===== src/rtl/pwr_rail_seq_pkg.sv =====
// Shared types for the rail sequencer: FSM state encoding, default rail count
// and the index-width helper.
package pwr_seq_pkg;

  typedef enum logic [1:0] {
    IDLE    = 2'd0,
    RAMP_UP = 2'd1,
    RAMP_DN = 2'd2
  } state_e;

  localparam int NUM_RAILS_DEF = 6;

  // Keeps a one-rail build at a 1-bit index instead of a zero-width bus.
  function automatic int idx_w(input int n);
    return (n > 1) ? $clog2(n) : 1;
  endfunction

endpackage


===== src/rtl/pwr_rail_seq_rr_pick.sv =====
// Combinational round-robin first-one finder: grants the first pending
// index strictly after ptr_i, wrapping from N-1 to 0.
module rr_pick
  import pwr_seq_pkg::*;
#(
  parameter int N     = NUM_RAILS_DEF,
  parameter int IDX_W = idx_w(N)
) (
  input  logic [N-1:0]     pend_i,
  input  logic [IDX_W-1:0] ptr_i,
  output logic [IDX_W-1:0] gnt_o,
  output logic             vld_o
);

  logic [IDX_W-1:0] cand;

  // Scan farthest-first so the nearest pending index is the last one written.
  always_comb begin
    gnt_o = '0;
    vld_o = 1'b0;
    cand  = '0;
    for (int k = N; k >= 1; k--) begin
      cand = IDX_W'((int'(ptr_i) + k) % N);
      if (pend_i[cand]) begin
        gnt_o = cand;
        vld_o = 1'b1;
      end
    end
  end

endmodule


===== src/rtl/pwr_rail_seq.sv =====
// Power-rail sequencer: ramps one rail at a time (up or down) over ramp_len+1
// clocks, serving pending rails round-robin. All outputs are registered.
module pwr_rail_seq
  import pwr_seq_pkg::*;
#(
  parameter int NUM_RAILS = NUM_RAILS_DEF,
  parameter int CNT_W     = 8,
  parameter int IDX_W     = idx_w(NUM_RAILS)
) (
  input  logic                 clk,
  input  logic                 rst,
  input  logic                 seq_en,
  input  logic [NUM_RAILS-1:0] rail_req,
  input  logic [CNT_W-1:0]     ramp_len,
  output logic [NUM_RAILS-1:0] rail_en,
  output logic [NUM_RAILS-1:0] rail_good,
  output logic                 busy,
  output logic [IDX_W-1:0]     active_rail
);

  state_e               state_q;
  logic [CNT_W-1:0]     cnt_q;
  logic [IDX_W-1:0]     ptr_q;
  logic [IDX_W-1:0]     idx_q;
  logic [NUM_RAILS-1:0] en_q;
  logic [NUM_RAILS-1:0] good_q;
  logic                 busy_q;

  logic [NUM_RAILS-1:0] pending;
  logic [IDX_W-1:0]     gnt;
  logic                 gnt_vld;

  assign pending = rail_req ^ good_q;

  rr_pick #(
    .N     (NUM_RAILS),
    .IDX_W (IDX_W)
  ) u_rr_pick (
    .pend_i (pending),
    .ptr_i  (ptr_q),
    .gnt_o  (gnt),
    .vld_o  (gnt_vld)
  );

  always_ff @(posedge clk or posedge rst) begin
    if (rst) begin
      state_q <= IDLE;
      cnt_q   <= '0;
      ptr_q   <= IDX_W'(NUM_RAILS - 1);
      idx_q   <= '0;
      en_q    <= '0;
      good_q  <= '0;
      busy_q  <= 1'b0;
    end else begin
      case (state_q)
        IDLE: begin
          if (seq_en && gnt_vld) begin
            ptr_q  <= gnt;
            idx_q  <= gnt;
            cnt_q  <= ramp_len;
            busy_q <= 1'b1;
            if (rail_req[gnt]) begin
              en_q[gnt] <= 1'b1;
              state_q   <= RAMP_UP;
            end else begin
              // Power-good drops first so the PMU never sees a dying rail as good.
              good_q[gnt] <= 1'b0;
              state_q     <= RAMP_DN;
            end
          end
        end
        RAMP_UP: begin
          if (cnt_q != '0) begin
            cnt_q <= cnt_q - CNT_W'(1);
          end else begin
            good_q[idx_q] <= 1'b1;
            busy_q        <= 1'b0;
            state_q       <= IDLE;
          end
        end
        RAMP_DN: begin
          if (cnt_q != '0) begin
            cnt_q <= cnt_q - CNT_W'(1);
          end else begin
            en_q[idx_q] <= 1'b0;
            busy_q      <= 1'b0;
            state_q     <= IDLE;
          end
        end
        default: begin
          state_q <= IDLE;
          busy_q  <= 1'b0;
        end
      endcase
    end
  end

  assign rail_en     = en_q;
  assign rail_good   = good_q;
  assign busy        = busy_q;
  assign active_rail = idx_q;

endmodule


===== config.mk =====
export PLATFORM = sky130hd
export DESIGN_NAME = pwr_rail_seq
export DESIGN_NICKNAME = d
export VERILOG_FILES = /design/src/rtl/pwr_rail_seq_pkg.sv /design/src/rtl/pwr_rail_seq_rr_pick.sv /design/src/rtl/pwr_rail_seq.sv
export SDC_FILE = /design/constraint.sdc
export NUM_CORES = 1
export LEC_CHECK = 0
export BUFFER_PORTS_ARGS = -buffer_cell sky130_fd_sc_hd__buf_2
export CAP_MARGIN = 30
export CELL_PAD_IN_SITES_DETAIL_PLACEMENT = 1
export CELL_PAD_IN_SITES_GLOBAL_PLACEMENT = 1
export CORE_MARGIN = 2
export CORE_UTILIZATION = 44
export CTS_CLUSTER_DIAMETER = 80
export DETAILED_ROUTE_END_ITERATION = 7
export PLACE_DENSITY = 0.84
export SLEW_MARGIN = 0
export SYNTH_ARGS = -nofsm -noshare
export SYNTH_HDL_FRONTEND = slang
export SYNTH_SLANG_ARGS = --single-unit

===== constraint.sdc =====
create_clock -name clk -period 6 [get_ports clk]
set_input_delay 0.3 -clock clk [delete_from_list [all_inputs] [get_ports clk]]
set_output_delay 0.3 -clock clk [all_outputs]
set_load 0.05 [all_outputs]

; ---- After elaboration in Yosys (flattened, before gate mapping)
; Cells that the tools add are included.
; W data, S select, Z words.
[totals]
out_inout_bits = 16
word_cells = 108
regBits = 29
input_bits = 17
[op_classes]
add_sub_neg = 7
div = 6
muxes = 48
n_reduce_logical = 14
n_eq_ne = 9
order_cmp = 10
n_bitwise = 7
[ops]
columns = cell, n
row1 = $mod A32 B4 Y32 const B, 6
row2 = $mux W6, 6
row3 = $lt A3 B4 Y1 const B, 8
row4 = $pmux W6 S2, 2
row5 = $bmux W1 S3, 7
row6 = $mux W3, 6
row7 = $mux W1, 17
row8 = $mux W8, 2
row9 = $pmux W8 S2, 1
row10 = $add A3 B3 Y4 const B, 3
row11 = $and A6 B6 Y6, 2
row12 = $ne A2 B2 Y1 const B, 6
row13 = $not A6 Y6, 2
row14 = $or A6 B6 Y6, 2
row15 = $add A3 B2 Y4 const B, 2
row16 = $reduce_and A4 Y1, 2
row17 = $reduce_bool A8 Y1, 1
row18 = $sub A8 B1 Y8 const B, 1
row19 = $demux W1 S3, 2
row20 = $ge A3 B1 Y1 const B, 2
row21 = $mux W2, 3
row22 = $reduce_bool A2 Y1, 3
row23 = $xor A6 B6 Y6, 1
row24 = $add A3 B1 Y4 const B, 1
row25 = other kinds (10), 13

; ---- Logic depth before layout (Yosys ltp)
; Gate-level depths: netlist (run 1).
[depth]
ltp_word = 19
ltp_mapped = 19
ltp_nobuf = 16

; ---- Modules after synthesis
; From an unflattened synthesis (run 1), not the netlist that was laid out.
[unflattened]
cells_unflattened = 330
hier_area_um2 = 2758.9
[by_module_without_submodules]
columns = mod, area_each_um2, n_inst, seq_area_each_um2, cells_per_inst
row1 = pwr_rail_seq, 1740.4, 1, 703.2, 193
row2 = rr_pick, 1018.5, 1, 0.0, 137

; ---- Worst setup path before layout (run 1)
; OpenSTA, ideal clock, no wires.
[synth_path]
path_type = register to register
from = register ptr_q[2]
to = register en_q[0] (netlist: rail_en[0])
path_slack_ps = 1415
path_buffers = 2
required_time_ps = 5923
stages_incl_launch_ff = 18
arrival_time_ps = 4509
setup_time_ps = 77
period_less_slack_ps = 4585
cell_sequence = dfstp_2 > buf_2 > inv_1 > ha_1 > clkbuf_1 > a21o_1 > ha_1 > or4b_1 > and3_4 > mux2i_1 > a2111oi_2 > a2111oi_2 > a211oi_1 > o22ai_1 > a211oi_1 > nor3_1 > or4b_4 > o21ai_1
[synth_via]
elab_chain_len = 18
elab_cells_between_ends = 51
classes_between = add/sub: 6 / div: 6 / order compare: 2 / eq/ne: 2 / mux: 31 / bitwise: 1 / reduce/logical: 3
[synth_lines]
columns = item, line
row1 = from (decl), pwr_rail_seq.sv:23  ; logic [IDX_W-1:0] ptr_q;
row2 = from (signal assigned), pwr_rail_seq.sv:49  ; ptr_q <= IDX_W'(NUM_RAILS - 1);
row3 = from (signal assigned), pwr_rail_seq.sv:58  ; ptr_q <= gnt;
row4 = $add A3 B3 Y4, pwr_rail_seq_rr_pick.sv:23  ; cand = IDX_W'((int'(ptr_i) + k) % N);
row5 = $mod A32 B4 Y32, pwr_rail_seq_rr_pick.sv:23
row6 = $bmux W1 S3, pwr_rail_seq_rr_pick.sv:24  ; if (pend_i[cand]) begin
row7 = $mux W1 (not written as such), pwr_rail_seq_rr_pick.sv:24
row8 = $mux W3 (6 in series), pwr_rail_seq_rr_pick.sv:24
row9 = $lt A3 B4 Y1 (not written as such) / $ge A3 B1 Y1 (equally long branches), pwr_rail_seq.sv:63  ; en_q[gnt] <= 1'b1;
row10 = $logic_and A1 B1 Y1 (not written as such), pwr_rail_seq.sv:63
row11 = $mux W1 (not written as such), pwr_rail_seq.sv:63
row12 = $demux W1 S3, pwr_rail_seq.sv:63
row13 = $or A6 B6 Y6 (no source line), --
row14 = $mux W6, pwr_rail_seq.sv:62  ; if (rail_req[gnt]) begin
row15 = $mux W6, pwr_rail_seq.sv:57  ; if (seq_en && gnt_vld) begin
row16 = $pmux W6 S2, pwr_rail_seq.sv:55  ; case (state_q)
row17 = to (signal assigned), pwr_rail_seq.sv:51  ; en_q <= '0;
row18 = "to (signal, indexed assignment)", pwr_rail_seq.sv:63
row19 = "to (signal, indexed assignment)", pwr_rail_seq.sv:85  ; en_q[idx_q] <= 1'b0;
row20 = to (decl), pwr_rail_seq.sv:25  ; logic [NUM_RAILS-1:0] en_q;
; Parallel ways exist; a longest one is shown, timed or not. The select of a mux whose other input is x is not followed.
; A chain may end at the register's enable or synchronous reset.

; ---- Final worst setup path (run 1)
[layout_path]
from = register ptr_q[2]
to = register en_q[4] (netlist: rail_en[4])
; The elaborated chain is that of the path after synthesis.

==> results of run 1 <==
==> cells in the mapped netlist, types with 3 or more instances <==
master	instances
ha_1	15
o211ai_1	4
o311ai_1	6
inv_1	20
clkbuf_1	9
o21ai_1	7
a21oi_1	15
o31ai_1	3
nor4_1	7
nor2b_1	3
nor2_1	26
dfrtp_1	26
o22ai_1	4
o21a_1	9
buf_2	4
a21o_1	4
a31oi_1	6
and3_1	3
or2_2	3
nor3_1	14
a211o_1	4
a41o_1	6
mux2i_1	8
xor2_1	4
nand2b_1	4
or3_1	4
o22a_1	3
o21ai_0	9
xnor2_1	7
a21boi_0	3
nand3_1	11
nand2_1	26
mux2_2	4
a211oi_1	4
==> path summary, 6_finish.rpt <==
kind	endpoint	from	cells past startpoint	slack, ns
max	rail_en[4]$_DFFE_PP0P_	ptr_q[2]$_DFFE_PP1P_	16	0.85
min	cnt_q[1]$_DFFE_PP0P_	ramp_len[1]	3	0.31
max reg2reg	rail_en[4]$_DFFE_PP0P_	ptr_q[2]$_DFFE_PP1P_	16	0.85
min reg2reg	cnt_q[6]$_DFFE_PP0P_	cnt_q[6]$_DFFE_PP0P_	1	0.53
max in group asynchronous	ptr_q[0]$_DFFE_PP1P_	rst	4	4.95
min in group asynchronous	cnt_q[3]$_DFFE_PP0P_	rst	3	0.54
==> stage by stage <==
| stage | instances | utilization, % |
|---|---|---|
| finish | 422 | 49.9 |
| global route | 422 | 49.9 |
| CTS | 422 | 49.9 |
| detailed placement | 418 | 49.1 |
| global placement | 417 | 48.6 |
| floorplan | 324 | - |
==> layer usage <==
layer	global-route usage [%]	up-vias	share of wire, %
met1	34.8	1315	45
met2	42.6	62	49
met3	2.75	14	4.0
li1	-	1262	-
met5	0	-	0
met4	7.33	0	1.8
==> area by class of cell <==
type,instances,area share (%)
multi-input combinational,259,61.9
sequential,28,23.8
timing repair buffer,35,6.94
tap,75,3.17
inverter,22,2.79
clock buffer,3,1.40
==> what timing repair did <==
action,4_1_cts,5_1_grt
hold buffers,1,0
hold endpoints to repair,6,0
setup endpoints to repair,0,0
==> worst min-delay path, cell delays in order <==
cell,delay (ns)
buf_2,0.07
a211oi_1,0.06
a21oi_1,0.11
==> state kept, by name, summed over array words and instances (netlist names) <==
register,count
active_rail,2
busy,1
cnt_q,8
ptr_q,3
rail_en,6
rail_good,6
state_q,2
==> cell families after synthesis <==
logic type,synth area share [%]
compound gates,28.7
fa+ha+maj,7.00
xor+xnor,3.59
buf+inv,5.51
flops,26.2
simple gates,22.6
mux,6.35
==> flow_metrics.tcl, run 1 <==
set metrics [dict create \
    outcome "complete, no violations" \
    setup_violations 0 \
    path_class "register to register" \
    syn_inst 324 \
    dpl-instance-area_mm2 0.00291 \
    register_area_um2 703 \
    io_buffers 32 \
    fin_setup_tns_ns 0 \
    critPathCaptureType "register" \
    synth_top_area_cell "dfrtp_1" \
    synth_warnings 0 \
    synth-seq-area-share_pct 26.2 \
    grt.total_usage_pct 25.5 \
    async_reset_ff_share_pct 100 \
    mostFrequentLayoutCell "buf_2" \
    wl_per_cell_um 19.1 \
    grt_max_degree 23 \
    finClkSkew_ns 0.00304 \
    htreeDepth 1 \
    post-place-ws_ns 0.874 \
    cts_resized 0 \
    die_w_um 82.1 \
    dieArea_mm2 0.00673 \
    antenna_found_initial 0 \
    fillCellCount 745 \
    startpoint_type "register" \
    setup_ws_ns 0.846 \
    clk_path_buf_depth 2 \
    core_area_mm2 0.00592 \
    hold-worst-slack_ns 0.306 \
    drv_cap 0 \
    syn_area_per_cell_um2 8.28 \
    vias 2653 \
    area_delta_synth_final_pct 10.3 \
    dpl.hpwl_mm 6.33 \
    grt_pass1_wl_mm 13.3 \
    worstPathRequired_ns 6.21 \
    fin_crit_ns 5.15 \
    ys_seq_elements 28 \
    start_util_pct 45.3 \
    clk_pin_slew_ns 0.09 \
    clkLatencyLatePin_ns 0.28 \
    slew-limit-headroom_pct 41.8 \
    ios 33 \
    hold_violations 0 \
    cts_root_buffer "clkbuf_8" \
    design_area_mm2 0.00296 \
    crit_family "compound AO/OA/AOI/OAI gates" \
    rsz0062_at_grt "false" \
    globalplace.congestion 0.875 \
    ys_types 65 \
    synth_edf_count 0 \
    drive_gt1_share_pct 17.9 \
    chipHeight_um 82.1 \
    syn_nets 356 \
    path_buf_inv 2 \
    numCtsBuffers 3 \
    netlist_area_mm2 0.00268 \
    fmax_mhz 194 \
    hold_path_class "primary input to register" \
    min_period_over_period_pct 85.9 \
    cp_cell_sequence "inv_1 -> ha_1 -> a21o_1 -> ha_1 -> or4b_1 -> and3_4 -> mux2i_1 -> a2111oi_2 -> a2111oi_2 -> a211oi_1 -> o22ai_1 -> a211oi_1 -> nor3_1 -> buf_4 -> or4b_4 -> o21ai_1" \
    worstPathMaxFanout 12 \
    via_per_inst 6.29 \
    diodes 0 \
    drt_iter0_markers 123 \
    cts_tree "built" \
    most-common-layout-cells "buf_2 (32), nor2_1 (26), nand2_1 (26), dfrtp_1 (26), inv_1 (20)" \
    tightest_slew_ns 0.865 \
    worstPathArrival_ns 5.36 \
    multi_input_area_mm2 0.00183 \
    dr.pass1.iters 4 \
    antenna_left 0 \
    core.rowCount 28 \
    max_stage_delay_ns 0.68 \
    ys_top_cells_by_area "dfrtp_1 (24%), ha_1 (7.0%), nand2_1 (3.6%)" \
    nets 381 \
    yosysTopAreaCellShare_pct 24.3 \
    cts_setup_buffers 0 \
    overflow 0 \
    grt_pass1_vias 2665 \
    drc 0 \
    clkSinkCount 28 \
    slew_violations 0 \
    wirelength_mm 8.06 \
    crit_path_top_delay_cell "dfstp_2" \
    yosys_most_used_dff "dfrtp_1" \
]
Power of run 1 is left out: the tool's default activity adds up to more than one toggle a clock period on the data nets, which glitch-free logic cannot reach.
==> inputs of run 2 (changes only) <==
--- a/config.mk
+++ b/config.mk
@@ -7,13 +7,11 @@
 export LEC_CHECK = 0
 export BUFFER_PORTS_ARGS = -buffer_cell sky130_fd_sc_hd__buf_2
 export CAP_MARGIN = 30
-export CELL_PAD_IN_SITES_DETAIL_PLACEMENT = 1
-export CELL_PAD_IN_SITES_GLOBAL_PLACEMENT = 1
 export CORE_MARGIN = 2
-export CORE_UTILIZATION = 44
+export CORE_UTILIZATION = 50
 export CTS_CLUSTER_DIAMETER = 80
 export DETAILED_ROUTE_END_ITERATION = 7
-export PLACE_DENSITY = 0.84
+export PLACE_DENSITY = 0.74
 export SLEW_MARGIN = 0
 export SYNTH_ARGS = -nofsm -noshare
 export SYNTH_HDL_FRONTEND = slang
==> run 2 against run 1 <==
  * Worst hold slack worse by 0.25 ns
  * Routed wire length down 14%
  * First-iteration DRC count up 16%
  * Die area down 11%
==> flow_metrics.tcl, run 2 (synthesis gave the netlist of run 1 again) <==
set metrics [dict create \
    fillCellCount 497 \
    path_class "register to register" \
    antenna_left 0 \
    hold_path_class "primary input to async pin" \
    clk_path_buf_depth 2 \
    antenna_found_initial 0 \
    wl_per_cell_um 16.6 \
    regMostFlops "cnt_q" \
    overflow 0 \
    grt_max_degree 18 \
    drc 0 \
    worstPathMaxFanout 12 \
    grt.busiest_layer "met2" \
    min_period_over_period_pct 85.7 \
    core_area_mm2 0.00514 \
    cts_tree "built" \
    multi_input_area_mm2 0.00183 \
    tightest_slew_ns 0.631 \
    wirelength_mm 6.96 \
    via_per_inst 6.28 \
    grt_pass1_vias 2531 \
    hold_violations 0 \
    slew-limit-headroom_pct 57.8 \
    most-common-layout-cells "buf_2 (32), nor2_1 (26), nand2_1 (26), dfrtp_1 (26), inv_1 (20)" \
    cts_resized 0 \
    reg2regPathDepth 16 \
    rsz0062_at_grt "false" \
    grt_pass1_wl_mm 12.0 \
    fmax_mhz 195 \
    slew_violations 0 \
    fin_setup_tns_ns 0 \
    r2r-start "ptr_q[2]$_DFFE_PP1P_" \
    mostFrequentLayoutCell "buf_2" \
    ios 33 \
    clkSinkCount 28 \
    clk_pin_slew_ns 0.09 \
    dpl.hpwl_mm 5.38 \
    worstPathRequired_ns 6.21 \
    startpoint "ptr_q[2]$_DFFE_PP1P_" \
    drive_gt1_share_pct 18.4 \
    diodes 0 \
    critPathCaptureType "register" \
    drv_cap 0 \
    vias 2625 \
    numCtsBuffers 3 \
    cts_setup_buffers 0 \
    htreeDepth 1 \
    chipHeight_um 77.2 \
    grt.total_usage_pct 24.4 \
    use_met3_pct 1.18 \
    area_delta_synth_final_pct 10.5 \
    use_met1_pct 32.7 \
    globalplace.congestion 0.920 \
    r2r-end "rail_en[4]$_DFFE_PP0P_" \
    finClkSkew_ns 0.00273 \
    drt_iter0_markers 143 \
    worstPathArrival_ns 5.35 \
    outcome "complete, no violations" \
    dieArea_mm2 0.00596 \
    io_buffers 32 \
    fin_crit_ns 5.14 \
    register_area_um2 703 \
    startpoint_type "register" \
    postCtsHoldBufs 0 \
    start_util_pct 52.2 \
    dr.pass1.iters 5 \
    largest_reg_flops 8 \
    core.rowCount 26 \
    clkLatencyLatePin_ns 0.28 \
    nets 381 \
    use_met2_pct 41.5 \
    setup_violations 0 \
    cts_root_buffer "clkbuf_8" \
    die_w_um 77.2 \
    reg2reg_slack_ns 0.86 \
]
[run 2: cell count changes in the layout (fill, tap and decap cells not counted)]
cell	delta
buf_4	+1
clkbuf_8	+1
dlygate4sd3_1	-1
[run 2: layout make-up]
cell class	count	area share [%]
clock buffers	4	1.86
inverters	22	2.79
multi-input cells	259	61.8
flip-flops and latches	28	23.7
well taps	70	2.96
repair buffers	35	6.84
[run 2: critical path, stage by stage (launching register included)]
cell       delay [ns]
dfstp_2          0.67
inv_1            0.09
ha_1             0.32
a21o_1           0.26
ha_1             0.31
or4b_1           0.48
and3_4           0.21
mux2i_1          0.15
a2111oi_2        0.54
a2111oi_2        0.15
a211oi_1         0.46
o22ai_1          0.16
a211oi_1         0.31
nor3_1           0.09
buf_4            0.19
or4b_4           0.53
o21ai_1          0.14
[run 2: metrics by stage]
stage	setup WS, ns	cell area [um^2]	instances	hold slack (ns)	util (%)
detailed placement	0.986	2910	414	0.376	56.5
floorplan	1.41	2680	324	0.364	-
global route	0.539	2960	418	0.0949	57.6
CTS	0.925	2960	418	0.0718	57.6
global placement	1.11	2880	413	0.504	56.0
finish	0.859	2960	418	0.0539	57.6
[run 2: worst max-delay path by stage]
stage / to / slack (ns) / cells after the start
after floorplan: rail_en[0]$_DFFE_PP0P_ / 1.41 / 17
after global placement: rail_en[2]$_DFFE_PP0P_ / 1.11 / 16
after detailed placement: rail_en[0]$_DFFE_PP0P_ / 0.99 / 16
after CTS: rail_en[2]$_DFFE_PP0P_ / 0.92 / 16
after global routing: rail_en[2]$_DFFE_PP0P_ / 0.54 / 16
final: rail_en[4]$_DFFE_PP0P_ / 0.86 / 16
[run 2: per-layer routing]
metal  wire length [um]  share of wire, %
met5                  0                 0
met4                174               2.5
met3                294               4.2
met2               3370                48
met1               3120                45
Power of run 2 is left out for the same reason.
